[config.mk]
export PLATFORM = sky130hd
export DESIGN_NAME = instruction_fetch
export DESIGN_NICKNAME = d
export VERILOG_FILES = /design/src/rtl/instruction_fetch_pkg.sv /design/src/rtl/instruction_fetch_fifo.sv /design/src/rtl/instruction_fetch.sv
export SDC_FILE = /design/constraint.sdc
export NUM_CORES = 1
export LEC_CHECK = 0
export BUFFER_PORTS_ARGS = -buffer_cell sky130_fd_sc_hd__buf_2
export CAP_MARGIN = 20
export CORE_ASPECT_RATIO = 1.25
export CORE_MARGIN = 2
export CORE_UTILIZATION = 50
export CTS_CLUSTER_SIZE = 25
export DETAILED_ROUTE_END_ITERATION = 6
export GPL_TIMING_DRIVEN = 0
export MAX_ROUTING_LAYER = met4
export PLACE_DENSITY = 0.71
export SYNTH_ARGS = -nofsm -noshare
export SYNTH_HDL_FRONTEND = slang
export SYNTH_HIERARCHICAL = 1
export SYNTH_SLANG_ARGS = --single-unit
[constraint.sdc]
create_clock -name clk -period 6.5 [get_ports clk]
set_input_delay 1.625 -clock clk [delete_from_list [all_inputs] [get_ports clk]]
set_output_delay 1.625 -clock clk [all_outputs]
set_load 0.01 [all_outputs]
[src/rtl/instruction_fetch_pkg.sv]
// Shared constants and types for the instruction fetch unit and its prefetch FIFO.
package instruction_fetch_pkg;

  localparam int               IF_INS_LEN  = 54;
  localparam int               IF_DEPTH    = 4;
  localparam int               OPCODE_W    = 4;
  localparam logic [3:0]       IF_HALT_OP  = 4'hF;
  localparam int               ICACHE_ROWS = 1024;
  localparam int               ICACHE_AW   = 10;
  localparam int               CNT_W       = 11;

  typedef enum logic [1:0] {
    IDLE,
    FETCH,
    DRAIN,
    DONE
  } ifetch_state_t;

endpackage

[src/rtl/instruction_fetch_fifo.sv]
// Synchronous first-word-fall-through FIFO buffering prefetched {pc, instruction} words.
module instruction_fetch_fifo #(
  parameter int WIDTH = 64,
  parameter int DEPTH = 4
) (
  input  logic                     clk,
  input  logic                     rst_n,
  input  logic                     push,
  input  logic                     pop,
  input  logic                     flush,
  input  logic [WIDTH-1:0]         wr_data,
  output logic [WIDTH-1:0]         rd_data,
  output logic                     full,
  output logic                     empty,
  output logic [$clog2(DEPTH):0]   count
);

  localparam int AW = $clog2(DEPTH);
  localparam int CW = AW + 1;

  logic [WIDTH-1:0] mem_q [DEPTH];
  logic [AW-1:0]    wr_ptr_q, rd_ptr_q;
  logic [CW-1:0]    count_q;
  logic             do_push, do_pop;

  assign full    = (count_q == CW'(DEPTH));
  assign empty   = (count_q == '0);
  assign count   = count_q;
  assign do_push = push && !full && !flush;
  assign do_pop  = pop && !empty && !flush;
  assign rd_data = empty ? '0 : mem_q[rd_ptr_q];

  // NOTE: storage has no reset; an entry is only meaningful while count_q covers it.
  always_ff @(posedge clk) begin
    if (do_push) mem_q[wr_ptr_q] <= wr_data;
  end

  always_ff @(posedge clk or negedge rst_n) begin
    if (!rst_n) begin
      wr_ptr_q <= '0;
      rd_ptr_q <= '0;
      count_q  <= '0;
    end else if (flush) begin
      wr_ptr_q <= '0;
      rd_ptr_q <= '0;
      count_q  <= '0;
    end else begin
      if (do_push) wr_ptr_q <= wr_ptr_q + 1'b1;
      if (do_pop)  rd_ptr_q <= rd_ptr_q + 1'b1;
      count_q <= count_q + CW'(do_push) - CW'(do_pop);
    end
  end

endmodule

[src/rtl/instruction_fetch.sv]
// Sequences icache control-port reads from a start row into a prefetch FIFO and
// hands instructions to the decoder; a run ends on a programmed count or a HALT opcode.
module instruction_fetch
  import instruction_fetch_pkg::*;
#(
  parameter int                  INS_LEN = IF_INS_LEN,
  parameter int                  DEPTH   = IF_DEPTH,
  parameter logic [OPCODE_W-1:0] HALT_OP = IF_HALT_OP
) (
  input  logic                 clk,
  input  logic                 rst_n,
  input  logic                 start,
  input  logic [ICACHE_AW-1:0] start_addr,
  input  logic [CNT_W-1:0]     ins_count,
  input  logic                 flush,
  output logic                 icache_rd_ctrl_en,
  output logic [ICACHE_AW-1:0] icache_rd_ctrl_addr,
  input  logic [INS_LEN-1:0]   icache_rd_ctrl_data,
  output logic                 ins_valid,
  input  logic                 ins_ready,
  output logic [INS_LEN-1:0]   ins_data,
  output logic [ICACHE_AW-1:0] ins_pc,
  output logic                 busy,
  output logic                 done
);

  localparam int FW = ICACHE_AW + INS_LEN;
  localparam int CW = $clog2(DEPTH) + 1;

  ifetch_state_t        state_q, state_d;
  logic [ICACHE_AW-1:0] pc_q, pc_d;
  logic [CNT_W-1:0]     rem_q, rem_d;
  logic                 rd_en, pop;
  logic                 fifo_full, fifo_empty;
  logic [CW-1:0]        fifo_count;
  logic [FW-1:0]        head;
  logic                 halt_word;

  assign halt_word = (icache_rd_ctrl_data[INS_LEN-1 -: OPCODE_W] == HALT_OP);
  assign pop       = ins_valid && ins_ready;

  // NOTE: every always_comb output gets a default first so no path can infer a latch.
  always_comb begin
    state_d = state_q;
    pc_d    = pc_q;
    rem_d   = rem_q;
    rd_en   = 1'b0;
    unique case (state_q)
      IDLE: if (start) begin
        pc_d    = start_addr;
        rem_d   = ins_count;
        state_d = (ins_count == '0) ? DONE : FETCH;
      end
      FETCH: begin
        rd_en = !fifo_full;
        if (rd_en) begin
          pc_d  = pc_q + 1'b1;
          rem_d = rem_q - 1'b1;
          if (rem_q == CNT_W'(1) || halt_word) state_d = DRAIN;
        end
      end
      // Leave as the last word is popped so done lands the cycle after that pop.
      DRAIN: if (fifo_empty || (fifo_count == CW'(1) && pop)) state_d = DONE;
      DONE:  state_d = IDLE;
      default: state_d = IDLE;
    endcase
    if (flush) begin
      state_d = IDLE;
      pc_d    = pc_q;
      rem_d   = rem_q;
      rd_en   = 1'b0;
    end
  end

  // NOTE: sequential state uses non-blocking assignments only.
  always_ff @(posedge clk or negedge rst_n) begin
    if (!rst_n) begin
      state_q <= IDLE;
      pc_q    <= '0;
      rem_q   <= '0;
    end else begin
      state_q <= state_d;
      pc_q    <= pc_d;
      rem_q   <= rem_d;
    end
  end

  instruction_fetch_fifo #(
    .WIDTH (FW),
    .DEPTH (DEPTH)
  ) u_fifo (
    .clk     (clk),
    .rst_n   (rst_n),
    .push    (rd_en),
    .pop     (pop),
    .flush   (flush),
    .wr_data ({pc_q, icache_rd_ctrl_data}),
    .rd_data (head),
    .full    (fifo_full),
    .empty   (fifo_empty),
    .count   (fifo_count)
  );

  assign icache_rd_ctrl_en   = rd_en;
  assign icache_rd_ctrl_addr = pc_q;
  assign ins_valid           = !fifo_empty;
  assign ins_data            = head[INS_LEN-1:0];
  assign ins_pc              = head[FW-1 -: ICACHE_AW];
  assign busy                = (state_q != IDLE);
  assign done                = (state_q == DONE);

endmodule

**Word level (Yosys, flattened, before mapping)**

Memory sizes are Yosys's and may differ from the RTL's.
Cells that the tools add are included.

- Multiplexer cells: 23
- Reductions and logical operators: 20
- Add/sub/neg operators: 6
- Bitwise operators: 1
- Eq/ne operators: 13

Operator list:

| kind | number |
|---|---|
| 64-bit 2-to-1 mux | 1 |
| 11-bit 2-to-1 mux | 2 |
| 11-bit one-hot mux with 2 select lines | 1 |
| 10-bit 2-to-1 mux | 2 |
| 2-bit 2-to-1 mux | 10 |
| 10-bit one-hot mux with 2 select lines | 1 |
| 3-bit != test (second input constant) | 4 |
| 11-bit by 1-bit == test with 1-bit output (second input constant) | 1 |
| 11-bit logical NOT | 1 |
| 11-bit by 1-bit subtractor with 11-bit output (second input constant) | 1 |
| 10-bit by 1-bit adder with 10-bit output (second input constant) | 1 |
| 2-bit one-hot mux with 4 select lines | 1 |
| 4-bit AND reduction | 2 |
| 2-bit nonzero test | 4 |
| 1-bit logical AND | 6 |
| 2-bit by 1-bit adder with 2-bit output (second input constant) | 2 |
| 2-bit == test (second input constant) | 2 |
| 4-bit == test (second input constant) | 1 |
| 1-bit 2-to-1 mux | 4 |
| 2-bit != test (second input constant) | 2 |
| 3-bit by 1-bit adder with 3-bit output | 1 |
| 3-bit by 1-bit == test with 1-bit output (second input constant) | 1 |
| 3-bit == test (second input constant) | 1 |
| 1-bit logical NOT | 3 |
| other kinds (7) | 8 |

- Output and inout port bits: 78
- Bits of input ports: 80
- Memories: 1
- Bits in registers: 30
- Bits in writable memories: 256
- Word-level logic and storage cells: 70

Memory list:

| name | depth | bits a word | rd ports | clocked after Yosys merged registers in | wr ports | RTL line | source |
|---|---|---|---|---|---|---|---|
| u_fifo.mem_q | 4 | 64 | 1 | 0 | 1 | instruction_fetch_fifo.sv:21 | `logic [WIDTH-1:0] mem_q [DEPTH];` |

**Longest topological paths before layout**

Gate-level depths: netlist of run 1.

- Depth in word-level cells: 9
- Mapped depth: 15

**Hierarchy**

The synthesis of run 1 kept the hierarchy.

By module, submodules not included:

| module | seq. area each (um2) | cells each | times used | area each (um2) |
|---|---|---|---|---|
| instruction_fetch_fifo | 7862.5 | 453 | 1 | 10122.2 |
| instruction_fetch | 575.6 | 187 | 1 | 1601.5 |

**Worst setup path after synthesis of run 1**

No wires, ideal clock.

- Path kind: input-to-reg
- From: input flush
- To: memory u_fifo.mem_q[0][0] (enable)
- Slack: 2.093 ns
- Arrival time: 3.978 ns
- Data required time: 6.071 ns
- Setup time: 0.429 ns
- Stages: 4
- Cells stage by stage: nor3_1 -> inv_1 -> nor3_1 -> and2_1

- Word-level cells in the longest chain between the ends: 5
- Elaborated cells between the ends (all ways): 6
- Classes of those cells: mux (3); reduce/logical (3)

RTL lines:

| item | RTL line | source |
|---|---|---|
| start: declaration | instruction_fetch.sv:15 | `input logic flush,` |
| 1-bit 2-to-1 mux | instruction_fetch.sv:67 | `if (flush) begin` |
| 1-bit logical AND | instruction_fetch_fifo.sv:29 | `assign do_push = push && !full && !flush;` |
| 1-bit logical AND * | instruction_fetch_fifo.sv:29 |  |
| 1-bit 2-to-1 mux * | instruction_fetch_fifo.sv:35 | `if (do_push) mem_q[wr_ptr_q] <= wr_data;` |
| 1-bit 2-to-1 mux (not written as such) * | instruction_fetch_fifo.sv:35 |  |
| end: declaration | instruction_fetch_fifo.sv:21 |  |

Mark *: on every way between the ends. The rest lies on a longest branch, timed or not.

**Worst setup path after layout of run 1**

- From: register u_fifo.count_q[1] (netlist: u_fifo/count[1])
- To: output ins_data[16]

- Word-level cells in the longest chain between the ends: 2

RTL lines:

| item | RTL line | source |
|---|---|---|
| start: declaration | instruction_fetch_fifo.sv:23 | `logic [CW-1:0] count_q;` |
| start signal: assignment | instruction_fetch_fifo.sv:50 | `count_q <= count_q + CW'(do_push) - CW'(do_pop);` |
| 3-bit logical NOT | instruction_fetch_fifo.sv:27 | `assign empty = (count_q == '0);` |
| 64-bit 2-to-1 mux | instruction_fetch_fifo.sv:31 | `assign rd_data = empty ? '0 : mem_q[rd_ptr_q];` |
| end: declaration | instruction_fetch.sv:21 | `output logic [INS_LEN-1:0] ins_data,` |

No other way between the ends.

==> flow_summary.toml, run 1 <==
[sta]
setup_viol = 0
drv_slew = 0
tightest_slew_ns = 0.873
fin_crit_ns = 3.97
fmax_mhz = 252
rsz0062_at_grt = "no"
hold_viol_final = 0
tns_ns = 0
slew_headroom_pct = 41.7
period_share_pct = 61.0
fin_skew_ns = 0.0105

[detailed_routing]
wl_mm = 23.5
wire_per_inst_um = 20.7
drc = 0
via_per_inst = 5.70
dr_total_vias = 6490
drt_iter0_drc = 486
ant_nets = 0
first_pass_iters = 5

[die]
ioPinCount = 158
row_count = 62
die_y_um = 175
die_w_um = 141
die_area_mm2 = 0.0247
start_util_pct = 50.9
core_area_mm2 = 0.0230

[power]
vdd_drop_max_mv = 0.216
finalPower_w = 0.00463
power.density_mw_per_mm2 = 332
static-leakage-power_nw = 4.93

[clocking]
cts_tree = "built"
ctsResizeCount = 0
post_cts_buffers = 0
hold_buffers = 0
clockRootBuffer = "clkbuf_16"
clock_path_buffers = 3
htree_levels = 1
cts.clk_slew.worst_paths_ns = 0.06
cts_sinks = 286
clk_latency_ns = 0.52
cts_buffers = 27

[worst_hold_path]
whs_endpoint = "rem_q[9]"
whs_path_depth = 1
hold_class = "reg2reg"
worstHoldStart = "rem_q[9]"

[synth]
synth_top_area_cell = "edfxtp_1"
synth_edf_count = 256
ys_ff_latch = 286
seq_area_frac_synth_pct = 72.0
netlist_instances = 640
ys.flop_type = "edfxtp_1"
synth_area_mm2 = 0.0117
async_flop_share_pct = 10.5
syn_nets = 734
synth.yosys.warnings = 6
yosysTopAreaCellShare_pct = 65.6
netlist_top_cells_count = "edfxtp_1 (256), nor2b_1 (67), mux4_2 (64)"
synth.most_common_cell = "edfxtp_1"
syn_avg_cell_area_um2 = 18.3
synthTopCellsByArea = "edfxtp_1 (66%), mux4_2 (12%), dfrtp_1 (6.4%)"
yosysUniqueCellTypes = 51

[setup_path]
reg2reg_to = "u_fifo/count[2]"
cpPeakStageDelay_ns = 0.46
worstPathCellList = "nor3_2 > buf_2 > clkbuf_1 > nor2b_1 > buf_2"
cp-end-kind = "output port"
crit_type = "reg2out"
path_delay_family = "buffers and inverters"
critPathBufInv = 3
start_kind = "flip-flop"
ff2ff_path_depth = 15
r2r_slack_ns = 3.02
cp_max_fo = 10
reg2reg_from = "state_q[1]"
arrival_ns = 2.34
cp.required_ns = 4.88
crit_slowest_cell = "dfrtp_1"
critPathMostFrequentCell = "buf_2"

[global_route]
grt_pass1_vias = 6881
grtUsageTotal_pct = 19.4
antenna_found_initial = 0
grt-ovfl-total = 0
grt_pass1_wl_mm = 36.4
grt_max_degree = 37

[run_status]
status = "complete, no violations"

[finish]
seq_area_mm2 = 0.00844
layout-drive-gt1-share_pct = 34.7
final_cell_area_mm2 = 0.0139
n_antenna_cell = 0
fillers = 1706
multi_input_area_mm2 = 0.00305
area_growth_pct = 18.8
num-nets-final = 924

[placement]
place_congestion = 0.859
place_area_mm2 = 0.0130
portBuffers = 157
hpwl_mm = 15.3

[job]
drv_cap = 0
## worst max-delay path by stage
| stage | slack (ns) | startpoint | to | cells past startpoint |
|---|---|---|---|---|
| 3_5_place_dp | 2.48 | flush | u_fifo/count[2] | 12 |
| 3_3_place_gp | 0.84 | flush | u_fifo/mem_q[1][42] | 5 |
| 4_1_cts | 2.43 | u_fifo/count[1] | ins_data[16] | 5 |
| 5_1_grt | 2.33 | u_fifo/count[1] | ins_data[50] | 5 |
| 2_1_floorplan | 2.09 | flush | u_fifo/mem_q[0][0] | 4 |
| 6_report | 2.53 | u_fifo/count[1] | ins_data[16] | 5 |
## routing by layer
metal	up-vias	routed length, um	GRT usage (%)
li1	2915	-	-
met1	3315	9730	25.0
met2	227	12100	33.3
met3	33	1270	2.55
met4	0	413	4.63
met5	-	0	-
## report_power, final
group          switching [W]  internal (W)
registers           0.000141       0.00215
clock network       0.000640       0.00105
logic               0.000381      0.000265
total                0.00116       0.00346
## cells by family (layout without fill, tap and decap cells)
| group | after synthesis | in the layout | synth area share [%] |
|---|---|---|---|
| AND/OR/NAND/NOR | 148 | 148 | 7.37 |
| AO/OA/AOI/OAI | 65 | 65 | 3.65 |
| flip-flops | 286 | 286 | 72.0 |
| XOR/XNOR | 3 | 3 | 0.224 |
| multiplexers | 73 | 73 | 13.1 |
| buffers and inverters | 51 | 261 | 2.11 |
| adder cells (fa/ha/maj) | 14 | 14 | 1.56 |
## placed cells by master, fill, tap and decap left out, drive strengths merged, types with 2 or more instances in the layout
master and count:
a21oi 16, a2bb2oi 3, a31oi 5, a41oi 3
and2 4, and3 2, and4 2, buf 179
bufinv 6, clkbuf 51, clkinv 4, clkinvlp 2
dfrtp 30, edfxtp 256, ha 13, inv 19
mux2i 8, mux4 64, nand2 14, nand2b 5
nand3 5, nand4 9, nor2 16, nor2b 67
nor3 11, nor4 5, o211ai 2, o21a 5
o21ai 12, o22a 4, o22ai 8, or3 4
xor2 2
## metrics by stage
step | worst slack [ns] | util, % | hold WS, ns | instances
CTS | 2.43 | 60.5 | 0.523 | 1138
global placement | 0.837 | 55.9 | 0.495 | 1085
finish | 2.53 | 60.5 | 0.519 | 1138
detailed placement | 2.48 | 56.3 | 0.509 | 1089
floorplan | 2.09 | - | 0.473 | 640
global route | 2.33 | 60.5 | 0.540 | 1138
## state kept, by name (all words and copies together), names as in the netlist
name / cells
icache_rd_ctrl_addr: 10
rem_q: 11
state_q: 2
u_fifo/count: 3
u_fifo/mem_q: 256
u_fifo/rd_ptr_q: 2
u_fifo/wr_ptr_q: 2
## layout make-up
class	instances	area share [%]
Sequential cell	286	60.6
Multi-Input combinational cell	303	21.9
Timing Repair Buffer	161	6.22
Clock buffer	36	5.38
Tap cell	288	2.59
Clock inverter	13	1.57
Buffer	33	1.29
Inverter	18	0.485
No activity file was read; power rests on OpenSTA's default activity.
==> inputs of run 2 (changes only) <==
- ABC_AREA: default -> 1
- PLACE_DENSITY: 0.71 -> 0.7
- clock period: 6.5 -> 3.7 ns (I/O delays scaled with it)
==> flow_summary.toml, run 2 <==
[sta]
period_share_pct = 95.2
drv_slew = 0
holdWs_ns = 0.448
fmax_mhz = 284
tightest_slew_ns = 0.771
rsz0062_at_grt = "no"
setup_viol = 0
hold_viol_final = 0
slew_headroom_pct = 48.5
fin_crit_ns = 3.52
fin_skew_ns = 0.00882

[worst_hold_path]
hold_class = "in2async"

[die]
ioPinCount = 158
die_y_um = 185
start_util_pct = 50.7
die_w_um = 149
row_count = 66
core_area_mm2 = 0.0259
die_area_mm2 = 0.0276

[setup_path]
reg2reg_to = "u_fifo/count[2]"
crit_slowest_cell = "nor3_1"
cpPeakStageDelay_ns = 0.53
arrival_ns = 2.60
crit_type = "reg2out"
cp_max_fo = 10
ff2ff_path_depth = 14
cp-end-kind = "output port"
cp.required_ns = 2.77
worstPathCellList = "inv_1 > ha_1 > inv_1 > buf_2 > buf_2 > nor3_1 > buf_2"
start_kind = "flip-flop"
critPathMostFrequentCell = "buf_2"
r2r_slack_ns = 0.22
reg2reg_from = "state_q[1]"

[synth]
netlist_top_cells_count = "nand2_1 (352), inv_1 (308), edfxtp_1 (256)"
synth.most_common_cell = "nand2_1"
seq_area_frac_synth_pct = 64.2
syn_nets = 1441
synth_edf_count = 256
synth.yosys.warnings = 6
ys_ff_latch = 286
synthTopCellsByArea = "edfxtp_1 (58%), nand2_1 (10%), inv_1 (8.8%)"
yosysUniqueCellTypes = 33
ys.flop_type = "edfxtp_1"
netlist_instances = 1347
synth_top_area_cell = "edfxtp_1"
yosysTopAreaCellShare_pct = 58.5
synth_area_mm2 = 0.0131
async_flop_share_pct = 10.5
syn_avg_cell_area_um2 = 9.76

[placement]
hpwl_mm = 20.3
place_congestion = 0.895
portBuffers = 157

[finish]
fillers = 2105
num-nets-final = 1638
layout-drive-gt1-share_pct = 17.2
layout_commonest_cell = "nand2_1"
largest_reg_flops = 256
fin_util_pct = 59.4
seq_area_mm2 = 0.00844
multi_input_area_mm2 = 0.00318
final_cell_mix = "nand2_1 (352), inv_1 (308), edfxtp_1 (256)"
area_growth_pct = 17.2
regMostFlops = "u_fifo/mem_q"

[power]
static-leakage-power_nw = 7.20
power.density_mw_per_mm2 = 510
vdd_drop_max_mv = 0.286
finalPower_w = 0.00786

[global_route]
grt_max_degree = 31
grt_pass1_wl_mm = 46.7
grt-ovfl-total = 0
antenna_found_initial = 3
grt_pass1_vias = 9094
grtUsageTotal_pct = 22.6

[detailed_routing]
wire_per_inst_um = 15.9
drt_iter0_drc = 626
wl_mm = 30.3
drc = 0
ant_nets = 0
via_per_inst = 4.94
dr_total_vias = 9430
first_pass_iters = 7

[clocking]
cts_sinks = 286
clk_latency_ns = 0.53
hold_buffers = 0
clock_path_buffers = 3
htree_levels = 1
cts_tree = "built"
cts_buffers = 27
cts.clk_slew.worst_paths_ns = 0.06
clockRootBuffer = "clkbuf_16"

[run_status]
status = "complete, no violations"

[job]
drv_cap = 0
==> run 2: cell types whose count changed after synthesis, moves of 59 or more <==
cell | before | now
mux4_2 | 64 | 0
nand3_1 | 5 | 153
nand2_1 | 14 | 352
inv_1 | 18 | 308
nor2b_1 | 67 | 0
a21oi_1 | 16 | 75
==> run 2: how the worst max path moves through the flow <==
stage	slack, ns	depth (start not counted)	to	startpoint
after floorplan	-0.30	8	u_fifo/mem_q[0][0]	state_q[1]
after global placement	-1.90	8	u_fifo/mem_q[0][35]	state_q[1]
after detailed placement	-0.10	11	u_fifo/mem_q[0][34]	state_q[1]
after CTS	0.08	14	u_fifo/count[2]	state_q[1]
after global routing	0.009	14	u_fifo/count[2]	state_q[1]
final	0.18	7	icache_rd_ctrl_en	state_q[1]
==> run 2: area by class of cell <==
cell class / instances / area share, %
antenna: 5 / 0.0812
buffer: 58 / 2.49
clock buffer: 37 / 4.82
clock inverter: 10 / 0.333
inverter: 312 / 7.60
multi-input combinational: 691 / 20.7
sequential: 286 / 54.8
tap: 340 / 2.76
timing repair buffer: 168 / 6.47
==> run 2: power by group <==
part           leakage (nW)  switching, W  internal, W
clock network         0.389       0.00110      0.00140
logic                  4.13      0.000867     0.000478
registers              2.69      0.000230      0.00379
total                  7.20       0.00220      0.00566
==> run 2: per-layer routing <==
metal / vias to the layer above / GRT usage [%] / share of wire, % / wire length (um)
li1: 4667 / - / - / -
met1: 4410 / 25.4 / 38 / 11400
met2: 314 / 41.1 / 53 / 16100
met3: 39 / 3.84 / 7.1 / 2140
met4: 0 / 6.51 / 2.0 / 620
met5: - / - / 0 / 0
==> run 2: timing repair <==
item | 4_1_cts | 5_1_grt
pin swaps | 2 | 0
endpoints found under the setup margin | 44 | 48
gates resized for setup | 0 | 1
setup buffers | 2 | 0
==> run 2: cell families (layout without fill, tap and decap cells) <==
group,after synthesis,in the layout,synth area share [%]
AOI/OAI and AO/OA,99,99,3.99
other,0,5,0
and+or+nand+nor,575,575,18.4
adders and majority gates,14,14,1.39
xor gates and xnor gates,3,3,0.200
buffers and inverters,370,585,11.8
DFF,286,286,64.2
==> run 2: through the flow <==
stage | worst slack, ns | std cells | setup TNS (ns) | cell area (um^2)
after floorplan | -0.297 | 1347 | -76.00 | 13200
after global placement | -1.90 | 1844 | -479.90 | 14400
after detailed placement | -0.101 | 1853 | -2.57 | 14600
after CTS | 0.0802 | 1902 | 0 | 15400
after global routing | 0.00877 | 1905 | 0 | 15400
final | 0.179 | 1907 | 0 | 15400
==> run 2: worst max-delay path, delay by kind of cell (launching register included) <==
kind,cells,cell delay [ns]
DFF,1,0.42
and+or+nand+nor,1,0.53
adders and majority gates,1,0.25
buffers and inverters,5,0.86
==> inputs of run 3 (changes only) <==
- RECOVER_POWER: default -> 25
==> flow_summary.toml, run 3 (synthesis results as in run 2) <==
[global_route]
grt_max_degree = 31
antenna_found_initial = 2
grtUsageTotal_pct = 22.6
grt-ovfl-total = 0
grt_pass1_wl_mm = 46.7
grt_pass1_vias = 9094

[die]
ioPinCount = 158
die_y_um = 185
core_area_mm2 = 0.0259
row_count = 66
start_util_pct = 50.7
die_w_um = 149
die_area_mm2 = 0.0276

[placement]
place_congestion = 0.895
place_ws_ns = -0.101
hpwl_mm = 20.3
place_area_mm2 = 0.0146
portBuffers = 157

[clocking]
cts.clk_slew.worst_paths_ns = 0.06
clk_latency_ns = 0.53
cts_sinks = 286
cts_buffers = 27
clockRootBuffer = "clkbuf_16"
clock_path_buffers = 3
htree_levels = 1
cts_tree = "built"

[setup_path]
cp.required_ns = 2.77
critPathMostFrequentCell = "buf_2"
cpPeakStageDelay_ns = 0.54
crit_slowest_cell = "nor3_1"
reg2reg_from = "state_q[1]"
path_delay_family = "buffers and inverters"
critPathBufInv = 5
start_kind = "flip-flop"
cp-end-kind = "output port"
cp-startpoint = "state_q[1]"
cp_max_fo = 10
arrival_ns = 2.61
crit_type = "reg2out"
worstPathCellList = "inv_1 > ha_1 > inv_1 > buf_2 > buf_2 > nor3_1 > buf_2"

[finish]
fin_util_pct = 59.2
layout_commonest_cell = "nand2_1"
num-nets-final = 1638
final_cell_mix = "nand2_1 (352), inv_1 (308), edfxtp_1 (256)"
layout-drive-gt1-share_pct = 14.3
area_growth_pct = 16.7
regMostFlops = "u_fifo/mem_q"
largest_reg_flops = 256
multi_input_area_mm2 = 0.00318
fillers = 2130
seq_area_mm2 = 0.00844
final_cell_area_mm2 = 0.0153

[sta]
setup_viol = 0
slew_headroom_pct = 49.0
tightest_slew_ns = 0.763
hold_viol_final = 0
worst_slack_ns = 0.160
fmax_mhz = 282
fin_skew_ns = 0.00734
period_share_pct = 95.7
drv_slew = 0
rsz0062_at_grt = "no"
fin_crit_ns = 3.54

[power]
static-leakage-power_nw = 7.08
vdd_drop_max_mv = 0.286
finalPower_w = 0.00786
power.density_mw_per_mm2 = 512

[detailed_routing]
wl_mm = 30.3
ant_nets = 0
wire_per_inst_um = 15.9
drc = 0
first_pass_iters = 5
dr_total_vias = 9388
via_per_inst = 4.93
drt_iter0_drc = 565

[run_status]
status = "complete, no violations"

[worst_hold_path]
hold_class = "in2async"

[job]
drv_cap = 0
run 3: cell count changes in the layout (fill, tap and decap cells not counted):
cell,delta
buf_2,-45
clkbuf_1,+45
diode_2,-3
run 3: stage by stage:
step / TNS, ns / hold WS (ns) / cells
after CTS: 0 / 0.471 / 1902
after detailed placement: -2.57 / 0.496 / 1853
after floorplan: -76.00 / 0.465 / 1347
after global placement: -479.90 / 0.488 / 1844
final: 0 / 0.447 / 1904
after global routing: 0 / 0.498 / 1904
run 3: final cells by class:
class,count,share of cell area [%]
inverters,312,7.63
plain buffers,58,2.50
multi-input cells,691,20.7
diodes,2,0.0326
well taps,340,2.77
flip-flops and latches,286,55.0
repair buffers,168,6.13
clock buffers,37,4.84
clock inverters,10,0.334
run 3: what timing repair did:
item | 4_1_cts | 5_1_grt
gates resized for setup | 0 | 1
setup buffers | 2 | 0
setup endpoints to repair | 44 | 48
pin swaps | 2 | 0
hold buffers | 0 | 0
run 3: final timing paths:
check	slack, ns	depth (start not counted)	endpoint
setup reg to reg	0.19	14	u_fifo/count[2]
hold reg to reg	0.52	2	rem_q[6]
hold / removal	0.45	1	state_q[0]
min in group clk	0.52	2	rem_q[6]
setup / recovery	0.16	7	icache_rd_ctrl_en
max in group asynchronous	2.78	1	icache_rd_ctrl_addr[5]
run 3: worst reg2reg max path, cell delays in order, from the launching register on:
cell	delay (ns)
dfrtp_1	0.42
inv_1	0.09
ha_1	0.25
inv_1	0.10
buf_2	0.20
buf_2	0.22
nor3_1	0.55
nand3_2	0.35
ha_1	0.37
inv_1	0.06
ha_1	0.13
inv_1	0.05
fa_1	0.39
a21oi_1	0.15
nor2_1	0.06
run 3: layer usage:
metal / wire, um / vias to the layer above / track usage [%] / share of wire (%)
met3: 1960 / 45 / 3.84 / 6.5
li1: - / 4661 / - / -
met5: 0 / - / - / 0
met4: 701 / 0 / 6.51 / 2.3
met1: 11500 / 4406 / 25.4 / 38
met2: 16100 / 276 / 41.1 / 53
run 3: where the power goes:
group | leakage (nW) | switching (W) | internal [W]
logic | 4.00 | 0.000868 | 0.000471
registers | 2.69 | 0.000229 | 0.00379
clock network | 0.389 | 0.00111 | 0.00140
total | 7.08 | 0.00220 | 0.00566
